$ cat config.mk
export PLATFORM = sky130hd
export DESIGN_NAME = wfg_sequencer
export DESIGN_NICKNAME = d
export VERILOG_FILES = /design/src/rtl/wfg_pkg.sv /design/src/rtl/wfg_step_ram.sv /design/src/rtl/wfg_sequencer.sv
export SDC_FILE = /design/constraint.sdc
export NUM_CORES = 1
export LEC_CHECK = 0
export BUFFER_PORTS_ARGS = -buffer_cell sky130_fd_sc_hd__buf_4
export CORE_MARGIN = 1.5
export CORE_UTILIZATION = 45
export CTS_BUF_LIST = sky130_fd_sc_hd__clkbuf_4 sky130_fd_sc_hd__clkbuf_8
export DETAILED_ROUTE_END_ITERATION = 7
export GPL_TIMING_DRIVEN = 0
export SYNTH_ARGS = -nofsm -noshare
export SYNTH_HDL_FRONTEND = slang
export SYNTH_SLANG_ARGS = --single-unit
$ cat constraint.sdc
create_clock -name clk -period 3.4 [get_ports clk]
set_input_delay 0.34 -clock clk [delete_from_list [all_inputs] [get_ports clk]]
set_output_delay 0.34 -clock clk [all_outputs]
set_load 0.02 [all_outputs]
$ cat src/rtl/wfg_pkg.sv
// Shared types and constants for the WFG step sequencer and its step table.
package wfg_pkg;

  localparam int FUNC_W      = 3;
  localparam int PHASE_W     = 8;
  // Widest dwell field an entry view can carry; DWELL_W must not exceed it.
  localparam int DWELL_W_MAX = 32;

  typedef enum logic [1:0] {
    ST_IDLE,
    ST_LOAD,
    ST_DWELL,
    ST_DONE
  } seq_state_t;

  // Decoded view of one table entry.
  typedef struct packed {
    logic [FUNC_W-1:0]      func;
    logic [PHASE_W-1:0]     phase;
    logic [DWELL_W_MAX-1:0] dwell;
  } step_entry_t;

  // Counter reload for a step: a dwell of 0 behaves like 1, so the step
  // always lasts max(dwell,1) cycles including its load cycle.
  function automatic logic [DWELL_W_MAX-1:0] dwell_reload(input logic [DWELL_W_MAX-1:0] dwell);
    return (dwell == '0) ? '0 : dwell - DWELL_W_MAX'(1);
  endfunction

endpackage

$ cat src/rtl/wfg_step_ram.sv
// Step table: DEPTH register rows, one write port, combinational read port,
// every row cleared by reset.
module wfg_step_ram
  import wfg_pkg::*;
#(
  parameter int DEPTH  = 8,
  parameter int WIDTH  = FUNC_W + PHASE_W + 16,
  parameter int ADDR_W = $clog2(DEPTH)
) (
  input  logic              clk,
  input  logic              rst_n,
  input  logic              wr_en,
  input  logic [ADDR_W-1:0] wr_addr,
  input  logic [WIDTH-1:0]  wr_data,
  input  logic [ADDR_W-1:0] rd_addr,
  output logic [WIDTH-1:0]  rd_data
);

  logic [WIDTH-1:0] rows [DEPTH];

  generate
    for (genvar gi = 0; gi < DEPTH; gi++) begin : g_row
      logic [WIDTH-1:0] row_reg;

      // Each row captures write data only when addressed.
      always_ff @(posedge clk or negedge rst_n) begin
        if (!rst_n) begin
          row_reg <= '0;
        end else if (wr_en && (wr_addr == ADDR_W'(gi))) begin
          row_reg <= wr_data;
        end
      end

      assign rows[gi] = row_reg;
    end
  endgenerate

  assign rd_data = rows[rd_addr];

endmodule

$ cat src/rtl/wfg_sequencer.sv
// Step sequencer that plays a table of {func, phase, dwell} entries into a
// WFG_DDS instance, issuing one dds_ld pulse per step.
module wfg_sequencer
  import wfg_pkg::*;
#(
  parameter int STEPS   = 8,
  parameter int DWELL_W = 16,
  parameter int ADDR_W  = $clog2(STEPS)
) (
  input  logic                clk,
  input  logic                rst_n,
  input  logic                wr_en,
  input  logic [ADDR_W-1:0]   wr_addr,
  input  logic [FUNC_W-1:0]   wr_func,
  input  logic [PHASE_W-1:0]  wr_phase,
  input  logic [DWELL_W-1:0]  wr_dwell,
  input  logic [ADDR_W-1:0]   last_step,
  input  logic                loop_en,
  input  logic                start,
  input  logic                stop,
  output logic [FUNC_W-1:0]   func,
  output logic [PHASE_W-1:0]  phaseControll,
  output logic                dds_ld,
  output logic                busy,
  output logic                done,
  output logic [ADDR_W-1:0]   step_idx
);

  localparam int ENTRY_W = FUNC_W + PHASE_W + DWELL_W;

  seq_state_t         state_reg, state_next;
  logic [ADDR_W-1:0]  step_idx_reg, step_idx_next;
  logic [ADDR_W-1:0]  last_reg, last_next;
  logic               loop_reg, loop_next;
  logic [DWELL_W-1:0] cnt_reg, cnt_next;
  logic [FUNC_W-1:0]  func_reg, func_next;
  logic [PHASE_W-1:0] phase_reg, phase_next;
  logic               dds_ld_reg, dds_ld_next;
  logic               busy_reg, busy_next;
  logic               done_reg, done_next;

  logic [ADDR_W-1:0]  adv_idx;
  logic [ADDR_W-1:0]  rd_addr;
  logic [ENTRY_W-1:0] rd_data;
  step_entry_t        rd_entry;
  logic               ram_we;
  logic               do_load;

  // The table may only change while idle, so a run always sees a stable table.
  assign ram_we = wr_en && (state_reg == ST_IDLE);

  wfg_step_ram #(
    .DEPTH  (STEPS),
    .WIDTH  (ENTRY_W),
    .ADDR_W (ADDR_W)
  ) u_step_ram (
    .clk     (clk),
    .rst_n   (rst_n),
    .wr_en   (ram_we),
    .wr_addr (wr_addr),
    .wr_data ({wr_func, wr_phase, wr_dwell}),
    .rd_addr (rd_addr),
    .rd_data (rd_data)
  );

  assign rd_entry = '{
    func:  rd_data[ENTRY_W-1 -: FUNC_W],
    phase: rd_data[DWELL_W +: PHASE_W],
    dwell: DWELL_W_MAX'(rd_data[DWELL_W-1:0])
  };

  // Step after the current one: wraps to 0 past last_q (natural modulo-STEPS
  // increment otherwise). The table is read at the step about to be loaded,
  // so the entry lands in the output registers on the same edge.
  assign adv_idx = (step_idx_reg == last_reg) ? '0 : step_idx_reg + ADDR_W'(1);
  assign rd_addr = (state_reg == ST_IDLE) ? '0 : adv_idx;

  // Next-state and registered-output logic; do_load marks entry into LOAD.
  always_comb begin
    state_next    = state_reg;
    step_idx_next = step_idx_reg;
    last_next     = last_reg;
    loop_next     = loop_reg;
    cnt_next      = cnt_reg;
    func_next     = func_reg;
    phase_next    = phase_reg;
    dds_ld_next   = 1'b0;
    busy_next     = busy_reg;
    done_next     = 1'b0;
    do_load       = 1'b0;

    case (state_reg)
      ST_IDLE: begin
        if (!stop && start) begin
          last_next     = last_step;
          loop_next     = loop_en;
          step_idx_next = '0;
          do_load       = 1'b1;
        end
      end

      ST_LOAD, ST_DWELL: begin
        if (stop) begin
          state_next = ST_IDLE;
          busy_next  = 1'b0;
        end else if (cnt_reg == '0) begin
          if ((step_idx_reg != last_reg) || loop_reg) begin
            step_idx_next = adv_idx;
            do_load       = 1'b1;
          end else begin
            state_next = ST_DONE;
            done_next  = 1'b1;
            busy_next  = 1'b0;
          end
        end else begin
          state_next = ST_DWELL;
          cnt_next   = cnt_reg - DWELL_W'(1);
        end
      end

      ST_DONE: begin
        state_next = ST_IDLE;
      end

      default: begin
        state_next = ST_IDLE;
        busy_next  = 1'b0;
      end
    endcase

    if (do_load) begin
      state_next  = ST_LOAD;
      func_next   = rd_entry.func;
      phase_next  = rd_entry.phase;
      dds_ld_next = 1'b1;
      busy_next   = 1'b1;
      cnt_next    = DWELL_W'(dwell_reload(rd_entry.dwell));
    end
  end

  // State, counter and output registers; reset aborts any run at once.
  always_ff @(posedge clk or negedge rst_n) begin
    if (!rst_n) begin
      state_reg    <= ST_IDLE;
      step_idx_reg <= '0;
      last_reg     <= '0;
      loop_reg     <= 1'b0;
      cnt_reg      <= '0;
      func_reg     <= '0;
      phase_reg    <= '0;
      dds_ld_reg   <= 1'b0;
      busy_reg     <= 1'b0;
      done_reg     <= 1'b0;
    end else begin
      state_reg    <= state_next;
      step_idx_reg <= step_idx_next;
      last_reg     <= last_next;
      loop_reg     <= loop_next;
      cnt_reg      <= cnt_next;
      func_reg     <= func_next;
      phase_reg    <= phase_next;
      dds_ld_reg   <= dds_ld_next;
      busy_reg     <= busy_next;
      done_reg     <= done_next;
    end
  end

  assign func          = func_reg;
  assign phaseControll = phase_reg;
  assign dds_ld        = dds_ld_reg;
  assign busy          = busy_reg;
  assign done          = done_reg;
  assign step_idx      = step_idx_reg;

endmodule

==> results of run 1 <==
==> logic make-up after synthesis <==
logic type	share of synthesized area [%]
AOI/OAI and AO/OA	9.42
xor gates and xnor gates	1.96
adders and majority gates	0.491
buffers and inverters	2.69
DFF	50.1
muxes	26.6
and+or+nand+nor	8.74
==> final cells by class <==
cell class | instances | area [µm²]
timing repair buffer | 83 | 711
multi-input combinational | 704 | 6320
clock buffer | 74 | 937
antenna | 1 | 2.50
clock inverter | 6 | 47.5
sequential | 255 | 6380
buffer | 59 | 369
fill | 2384 | 12600
inverter | 14 | 52.6
tap | 378 | 473
==> layer usage <==
layer	routed length (µm)	part of all wire, %	track usage, %
met5	0	0	0
met4	762	2.2	7.06
met3	1780	5.1	4.00
met2	15600	45	37.6
met1	16800	48	36.6
==> power by group through the flow <==
| stage | Combinational, mW | Clock [mW] | Sequential [mW] |
|---|---|---|---|
| after floorplan | 4.78 | 0 | 5.25 |
| after global placement | 6.60 | 0 | 5.36 |
| after detailed placement | 6.69 | 0 | 5.41 |
| after CTS | 7.05 | 3.11 | 5.39 |
| after global routing | 8.04 | 3.26 | 5.62 |
| final | 7.50 | 3.06 | 5.41 |
==> metrics by stage <==
| stage | power [mW] | std cells | setup TNS, ns |
|---|---|---|---|
| final | 16.0 | 1574 | 0 |
| after global routing | 16.9 | 1573 | -0.0726 |
| after CTS | 15.6 | 1560 | 0 |
| after detailed placement | 12.1 | 1468 | -100.54 |
| after global placement | 12.0 | 1466 | -153.02 |
| after floorplan | 10.0 | 1033 | 0 |
==> Yosys cell counts, types with 3 or more instances <==
cell	count	area, µm²
dfrtp_1	255	6380
mux2_2	230	2590
nand2_1	51	191
o21ai_0	51	255
a21oi_1	45	225
mux2i_1	40	400
nor2_1	40	150
or3_1	36	225
clkbuf_1	33	124
mux4_2	18	405
nor3_1	17	85.1
buf_2	15	75.1
nand3_1	13	65.1
inv_1	12	45.0
o22ai_1	12	75.1
a31oi_1	11	68.8
nand4_1	11	68.8
xnor2_1	11	96.3
xor2_1	7	61.3
a21o_1	6	45.0
o31ai_1	6	45.0
and2_1	5	31.3
buf_6	5	56.3
ha_1	5	62.6
buf_1	4	15.0
nor4_1	4	25.0
or4_1	4	30.0
a311oi_1	3	26.3
a41oi_1	3	26.3
nand2b_1	3	18.8
nor4b_1	3	26.3
o311a_1	3	30.0
o311ai_0	3	26.3
o31a_1	3	26.3
xor2_2	3	48.8
==> worst min-delay path by stage <==
stage / endpoint / slack, ns
after global routing: u_step_ram.g_row[4].row_reg[13] / 0.05
final: u_step_ram.g_row[4].row_reg[13] / 0.05
after detailed placement: cnt_reg[0] / 0.25
after global placement: phaseControll[1] / 0.47
after CTS: u_step_ram.g_row[2].row_reg[23] / 0.03
after floorplan: busy / 0.04
==> critical path, delay by kind of cell, from the launching register on <==
kind / cells / cell delay, ns
DFF: 1 / 0.48
AOI/OAI and AO/OA: 5 / 1.11
buffers and inverters: 2 / 0.36
xor gates and xnor gates: 1 / 0.17
and+or+nand+nor: 4 / 0.87
adders and majority gates: 1 / 0.23
==> timing repair <==
action | 4_1_cts | 5_1_grt
setup endpoints to repair | 190 | 35
pin swaps | 7 | 8
buffers inserted | 7 | 13
resized for setup | 52 | 30
endpoints found under the hold margin | 45 | 0
gates cloned | 0 | 0
hold buffers | 6 | 0
==> metrics.txt, run 1 <==
outcome completed; Min-Delay Path Depth 2; antenna violations before repair 0; IR drop worst, VDD 353 µV; Sequential Power Share 33.9%; Worst R2R Start step_idx[0]; Synth Register Bits 255; DR iter-0 viols 627; CTS Sinks 255; Chip Height 171 µm; fin crit share 97.3%; DR WL/cell 22.2 µm; required time worst endpoint 3.88 ns; DR pass1 iterations 6; Post-DP Area 13700 µm²; Syn Inst Count 1033; gpl congestion 0.912; via count 9137; most common cell after layout, fill and taps aside dfrtp_1; clk_lat worst skew 0.59 ns; area of the mapped netlist 12700 µm²; flop-to-flop setup slack 0.09 ns; # DRC 0; Maximum Capacitance Violations 0; min setup slack post-route 0.0909 ns; worst min path class in -> reg; layout cell share with drive strength beyond 1 41.3%; P_leak 6.40 nW; Final Setup Violations 0; root buf cell clkbuf_8; sw power 6.19 mW; crit-path most repeated cell a311oi_2; first-pass GRT wire length 54.5 mm; number of flops mapped to enable cells by yosys 0; post-synth net total 1077; Comb power frac 47.0%; total grt overflow 0; total CTS buffers 46; I/O pin cnt 56; initial core utilization 45.8%; Setup CP Type reg -> reg; Row Count 61; Max clock buf depth 3; crit path capture type register; Clock Pin Slew Worst Setup and Hold Paths 0.06 ns; layout net count 1207; Synth warnings 0; Slew headroom 32.1%; endpoints failing hold 0; sw frac 38.8%; PortBufs 55; DRT antenna net count 0; core area 27900 µm²; Yosys cell types 81; Die Wd 171 µm; register area share after synthesis 50.1%; Hold WS 0.0501 ns; commonest non-fill, non-tap cells in the layout dfrtp_1, mux2_2, buf_4, clkbuf_8, nand2_1; pre-CTS setup slack -0.907 ns; Die ar. 29300 µm²; Async S/R FF share, synth 100%; r2r worst-path depth 13; H-tree levels 2; CP startpoint step_idx[0]; Critical Path Slowest Stage Cell or4_4; Final Critical Period 3.31 ns; Core Util, Final 54.9%; drt total wl 35.0 mm; FF-to-FF End cnt_reg[8]; fmax 302 MHz; CP endpoint cnt_reg[8]; vias in the first global route 9200; CP Max Fanout 5; crit-path max cell delay 0.55 ns; cells along the critical path buf_8 > xnor2_2 > a311oi_2 > buf_6 > o221a_2 > nor3_2 > nor2_2 > ha_2 > o211ai_4 > or4_4 > o21ai_4 > nand4_1 > a311oi_2; Clock Skew 0.0310 ns; max reg flops 216; post-route cell area 15300 µm²; hpwl dp 23.0 mm; hold_sp wr_dwell[13]; Worst-Margin Slew 1.02 ns; Internal 9.78 mW; number of max-slew violations in the final report 0; synthesis-to-finish area growth 20.0%; crit path DAT 3.79 ns; Vias per Instance 5.80; largest net degree at the start of global routing 112; Clk pwr share 19.2%; GRT Overall Usage 24.8%; CTS tree yes; Pwr Density 1040 nW/µm²; Synth Area per Inst 12.3 µm²; CP startpoint kind register; ys flop type dfrtp_1
Power figures use the tool's default switching activity.
==> run 2: changes to the inputs <==
- MAX_ROUTING_LAYER: default -> met4
==> run 2 against run 1 <==
Hold slack improved by 0.0090 ns. Global-route usage grew 0.74 points. Critical path depth stayed put. Flip-flop and latch count did not move. Clock power barely moved. Via count about the same. Total power fell by 0.56%. Cell area is 0.36% lower. Sequential share of layout area increased by 0.15 points.
==> metrics.txt, run 2 (synthesis gave the netlist of run 1 again) <==
Die ar. 29300 µm² (unchanged); Clock Pin Slew Worst Setup and Hold Paths 0.06 ns (about the same); Storage cell area 6380 µm² (unchanged); Pwr Density 1040 nW/µm² (about the same); pre-CTS setup slack -0.907 ns (unchanged); # diodes 0 (was 1); clk_lat worst skew 0.58 ns (was 0.59 ns); DR pass1 iterations 7 (was 6); total grt overflow 0 (unchanged); Setup CP Type reg -> reg (unchanged); Crit path max-delay family compound AO/OA/AOI/OAI gates (unchanged); Final Critical Period 3.31 ns (about the same); most common cell after layout, fill and taps aside dfrtp_1 (unchanged); drt total wl 35.0 mm (about the same); Chip Height 171 µm (unchanged); DRT antenna net count 0 (unchanged); Row Count 61 (unchanged); crit-path max cell delay 0.52 ns (was 0.55 ns); fin crit share 97.4% (was 97.3%); PortBufs 55 (unchanged); Post-DP Area 13700 µm² (unchanged); Worst Path Buf+Inv 2 (unchanged); H-tree levels 2 (unchanged); Hold WS 0.0590 ns (was 0.0501 ns); root buf cell clkbuf_8 (unchanged); I/O pin cnt 56 (unchanged); Max clock buf depth 3 (unchanged); # DRC 0 (unchanged); DR WL/cell 22.3 µm (was 22.2 µm); cells along the critical path buf_8 > xnor2_2 > a311oi_2 > buf_6 > o221a_2 > nor3_1 > nor2_2 > ha_2 > o211ai_4 > or4_4 > o21ai_4 > a41oi_1 > a311oi_2 (was buf_8 > xnor2_2 > a311oi_2 > buf_6 > o221a_2 > nor3_2 > nor2_2 > ha_2 > o211ai_4 > or4_4 > o21ai_4 > nand4_1 > a311oi_2); core area 27900 µm² (unchanged); outcome completed (unchanged); synthesis-to-finish area growth 19.5% (was 20.0%); Die Wd 171 µm (unchanged); hpwl dp 23.0 mm (unchanged); crit path DAT 3.78 ns (was 3.79 ns); commonest non-fill, non-tap cells in the layout dfrtp_1, mux2_2, buf_4, clkbuf_8, nand2_1 (unchanged); worst min path class in -> reg (unchanged); fill count 2395 (was 2384); vias in the first global route 9192 (was 9200); Core Util, Final 54.7% (was 54.9%); fmax 302 MHz (about the same); initial core utilization 45.8% (unchanged); Critical Path Slowest Stage Cell or4_4 (unchanged); CTS Sinks 255 (unchanged); Slew headroom 32.2% (was 32.1%); required time worst endpoint 3.87 ns (was 3.88 ns); area of the multi-input gates 6310 µm² (was 6320 µm²); first-pass GRT wire length 54.6 mm (was 54.5 mm); via count 9135 (was 9137); post-route cell area 15200 µm² (was 15300 µm²); gpl congestion 0.928 (was 0.912); max reg flops 216 (unchanged); CP startpoint kind register (unchanged); total CTS buffers 46 (unchanged); crit-path most repeated cell a311oi_2 (unchanged); number of max-slew violations in the final report 0 (unchanged); largest net degree at the start of global routing 112 (unchanged); Maximum Capacitance Violations 0 (unchanged); GRT Overall Usage 25.5% (was 24.8%); min setup slack post-route 0.0871 ns (was 0.0909 ns); CTS tree yes (unchanged); crit path capture type register (unchanged); endpoints failing hold 0 (unchanged); P_leak 6.38 nW (was 6.40 nW); Final Setup Violations 0 (unchanged); layout cell share with drive strength beyond 1 41.1% (was 41.3%); IR drop worst, VDD 370 µV (was 353 µV); CP Max Fanout 5 (unchanged); Clock Skew 0.0284 ns (was 0.0310 ns); DR iter-0 viols 564 (was 627); Worst-Margin Slew 1.02 ns (about the same); Vias per Instance 5.82 (was 5.80); setup tns final 0 ns (unchanged); layout net count 1204 (was 1207); antenna violations before repair 0 (unchanged)
-- run 2: cell types whose count changed in the layout (fill, tap and decap cells not counted), sizes merged --
cell	before	now
buf	102	100
diode	1	0
clkbuf	107	106
-- run 2: worst register-to-register path: cells and delay by family (launching register included) --
| kind | cells | cell delay [ns] |
|---|---|---|
| compound gates | 6 | 1.21 |
| xor+xnor | 1 | 0.18 |
| fa+ha+maj | 1 | 0.23 |
| buf+inv | 2 | 0.36 |
| flops | 1 | 0.48 |
| simple gates | 3 | 0.76 |
-- run 2: timing repair --
item / 4_1_cts / 5_1_grt
setup endpoints to repair: 190 / 35
hold endpoints to repair: 45 / 0
hold buffers: 6 / 0
buffers inserted: 7 / 10
gates resized for setup: 52 / 29
pin swaps: 7 / 9
-- run 2: worst paths after layout --
| path | startpoint | to | slack (ns) | cells after the start |
|---|---|---|---|---|
| max in group asynchronous | rst_n | u_step_ram.g_row[5].row_reg[24] | 1.80 | 4 |
| setup reg to reg | step_idx[0] | cnt_reg[8] | 0.09 | 13 |
| hold reg to reg | func[0] | func[0] | 0.48 | 2 |
| setup / recovery | step_idx[0] | cnt_reg[8] | 0.09 | 13 |
| hold / removal | wr_phase[7] | u_step_ram.g_row[1].row_reg[23] | 0.06 | 2 |
| min in group asynchronous | rst_n | cnt_reg[0] | 0.24 | 2 |
-- run 2: power breakdown --
group | switching, mW | internal [mW] | leakage, nW | total, mW
clock | 1.31 | 1.75 | 0.522 | 3.05
sequential | 0.888 | 4.52 | 3.09 | 5.41
combinational | 3.97 | 3.44 | 2.76 | 7.42
total | 6.17 | 9.71 | 6.38 | 15.9
-- run 2: layout make-up --
cell class | count | share of cell area, %
Buffer | 59 | 2.42
Clock buffer | 74 | 6.15
Clock inverter | 6 | 0.312
Inverter | 14 | 0.345
Multi-Input combinational cell | 704 | 41.4
Sequential cell | 255 | 41.9
Tap cell | 378 | 3.10
Timing Repair Buffer | 80 | 4.35
-- run 2: stage by stage --
stage	cells	power, mW
2_1_floorplan	1033	10.0
3_3_place_gp	1466	12.0
3_5_place_dp	1468	12.1
4_1_cts	1560	15.6
5_1_grt	1570	16.8
6_report	1570	15.9
-- run 2: layer usage --
metal | vias to the layer above | GRT usage, % | wire length (µm)
met5 | - | - | 0
met4 | 0 | 7.06 | 723
met3 | 61 | 3.80 | 1800
met2 | 239 | 37.7 | 15700
met1 | 4725 | 36.7 | 16800
li1 | 4110 | - | -
==> run 3: changes to the inputs <==
- CORE_ASPECT_RATIO: default -> 0.7
==> run 3 against run 2 <==
The flow now finishes with violations (setup timing). Combinational power about the same. Total power fell by 1.7%. Largest power group unchanged. Critical path depth is the same. Non-clock buffer count shrank 7. Critical endpoint unchanged. Via count fell by 0.24%. Core utilization down 0.81 points. Highest routed layer unchanged. Routed wire length grew 2.2%. Flip-flop and latch count stayed put. Global-route usage increased by 0.36 points. Hold slack worse by 0.0023 ns. Clock-buffer cell count fell by 8.
==> metrics.txt, run 3 (synthesis gave the netlist of run 1 again) <==
Final Power 15.6 mW (was 15.9 mW); worst hold endpoint u_step_ram.g_row[3].row_reg[23] (was u_step_ram.g_row[1].row_reg[23]); commonest non-fill, non-tap cells in the layout dfrtp_1, mux2_2, buf_4, nand2_1, o21ai_0 (was dfrtp_1, mux2_2, buf_4, clkbuf_8, nand2_1); fill count 2465 (was 2395); Comb power frac 47.8% (was 46.7%); hold_sp wr_phase[7] (unchanged); Min-Delay Path Depth 2 (unchanged); PortBufs 55 (unchanged); # DRC 0 (unchanged); # diodes 0 (unchanged); post-route cell area 15000 µm² (was 15200 µm²); hpwl dp 24.1 mm (was 23.0 mm); Clock Pin Slew Worst Setup and Hold Paths 0.07 ns (was 0.06 ns); antenna violations before repair 0 (unchanged); sw frac 39.9% (was 38.8%); Core Util, Final 53.9% (was 54.7%); root buf cell clkbuf_8 (unchanged); outcome finished with violations (was completed); endpoints failing hold 0 (unchanged); Final Critical Period 3.42 ns (was 3.31 ns); DR WL/cell 23.1 µm (was 22.3 µm); layout cell share with drive strength beyond 1 40.1% (was 41.1%); max reg flops 216 (unchanged); cells along the critical path buf_8 > buf_12 > buf_12 > mux2i_4 > a21boi_0 > o31ai_1 > a31oi_1 > ha_2 > o211ai_4 > or4_4 > o21ai_4 > nand4_1 > a311oi_2 (was buf_8 > xnor2_2 > a311oi_2 > buf_6 > o221a_2 > nor3_1 > nor2_2 > ha_2 > o211ai_4 > or4_4 > o21ai_4 > a41oi_1 > a311oi_2); P_leak 6.25 nW (was 6.38 nW); FF-to-FF End cnt_reg[8] (unchanged); DR pass1 iterations 5 (was 7); total CTS buffers 42 (was 46); number of max-slew violations in the final report 0 (unchanged); Storage cell area 6380 µm² (unchanged); area of the multi-input gates 6280 µm² (was 6310 µm²); vias in the first global route 9116 (was 9192); M1 GR Usage 39.1% (was 36.7%); clk_lat worst skew 0.58 ns (about the same); total grt overflow 0 (unchanged); IR drop worst, VDD 401 µV (was 370 µV); r2r worst-path depth 13 (unchanged); violated checks setup timing; met2 Use GR 33.8% (was 37.7%); Pwr Density 1040 nW/µm² (about the same); sw power 6.23 mW (was 6.17 mW); largest net degree at the start of global routing 117 (was 112); core area 27800 µm² (was 27900 µm²); worst min path class in -> reg (unchanged); initial core utilization 45.8% (about the same); gpl congestion 0.909 (was 0.928); Crit path max-delay family compound AO/OA/AOI/OAI gates (unchanged); Worst-Margin Slew 1.06 ns (was 1.02 ns); Slew headroom 29.0% (was 32.2%); Maximum Capacitance Violations 0 (unchanged); Internal 9.38 mW (was 9.71 mW); layout net count 1193 (was 1204); synthesis-to-finish area growth 17.6% (was 19.5%); CTS Sinks 255 (unchanged); Final Setup Violations 1 (was 0); Sequential Power Share 34.7% (was 34.1%); fmax 292 MHz (was 302 MHz); CP Max Fanout 10 (was 5); Vias per Instance 5.89 (was 5.82); met3 Resource Use GR 6.51% (was 3.80%); Max clock buf depth 3 (unchanged); DR iter-0 viols 798 (was 564); GRT Overall Usage 25.9% (was 25.5%); CP startpoint kind register (unchanged); CTS tree yes (unchanged); Die Wd 204 µm (was 171 µm); via count 9113 (was 9135); most common cell after layout, fill and taps aside dfrtp_1 (unchanged); drt total wl 35.8 mm (was 35.0 mm); Critical Path Slowest Stage Cell or4_4 (unchanged); crit path capture type register (unchanged); fin crit share 101% (was 97.4%); min setup slack post-route -0.0202 ns (was 0.0871 ns); Die ar. 29400 µm² (was 29300 µm²); I/O pin cnt 56 (unchanged); crit-path max cell delay 0.56 ns (was 0.52 ns); DRT antenna net count 0 (unchanged); Chip Height 144 µm (was 171 µm); flop-to-flop setup slack -0.02 ns (was 0.09 ns); RSZ-0062 raised after global routing true; crit path DAT 3.91 ns (was 3.78 ns); Row Count 51 (was 61); first-pass GRT wire length 55.2 mm (was 54.6 mm); Setup CP Type reg -> reg (unchanged); required time worst endpoint 3.89 ns (was 3.87 ns); gr busiest metal met1 (was met2); Worst Path Buf+Inv 3 (was 2); Clk pwr share 17.5% (was 19.2%); crit-path most repeated cell buf_12 (was a311oi_2); H-tree levels 2 (unchanged); Worst R2R Start step_idx[0] (unchanged); Clock Skew 0.0186 ns (was 0.0284 ns); Post-DP Area 13700 µm² (about the same)
## run 3: changes by cell type in the layout (fill, tap and decap cells not counted), moves of 3 or more
cell	change
buf_4	-7
buf_2	-3
clkbuf_8	-13
clkbuf_4	+8
## run 3: final cells by class
class | instances | area share, %
flip-flops and latches | 255 | 42.6
inverters | 14 | 0.351
well taps | 371 | 3.10
plain buffers | 59 | 2.50
multi-input cells | 704 | 41.9
repair buffers | 73 | 4.07
clock inverters | 4 | 0.192
clock buffers | 66 | 5.31
## run 3: what timing repair did
action                     CTS  global route
hold endpoints to repair    56             0
buffers inserted             8             2
pin swaps                    8             7
hold buffers                 6             0
gates resized for setup     55            25
setup endpoints to repair  195            44
cloned                       0             0
## run 3: power by group through the flow
stage	logic (mW)	clock network [mW]	registers [mW]
2_1_floorplan	4.78	0	5.25
6_report	7.45	2.73	5.42
3_3_place_gp	6.67	0	5.38
5_1_grt	7.97	2.94	5.62
3_5_place_dp	6.78	0	5.43
4_1_cts	7.20	2.79	5.40
## run 3: how the worst max path moves through the flow
stage | cells after the start | to | from
6_report | 13 | cnt_reg[8] | step_idx[0]
5_1_grt | 13 | cnt_reg[8] | step_idx[0]
4_1_cts | 14 | cnt_reg[13] | step_idx[0]
3_5_place_dp | 9 | u_step_ram.g_row[2].row_reg[9] | state_reg[1]
3_3_place_gp | 9 | u_step_ram.g_row[3].row_reg[8] | state_reg[1]
2_1_floorplan | 13 | cnt_reg[8] | step_idx[1]
## run 3: metrics by stage
stage | std cells | hold WS (ns) | worst slack [ns] | TNS (ns)
4_1_cts | 1544 | 0.0225 | 0.00688 | 0
6_report | 1546 | 0.0567 | -0.0202 | -0.0202
2_1_floorplan | 1033 | 0.0444 | 0.0755 | 0
3_3_place_gp | 1459 | 0.468 | -1.14 | -163.61
3_5_place_dp | 1461 | 0.283 | -0.963 | -96.03
5_1_grt | 1546 | 0.0408 | -0.0834 | -0.717
## run 3: per-layer routing
| metal | part of all wire, % | vias up |
|---|---|---|
| met5 | 0 | - |
| li1 | - | 4078 |
| met3 | 7.4 | 60 |
| met1 | 51 | 4681 |
| met2 | 40 | 294 |
| met4 | 1.9 | 0 |
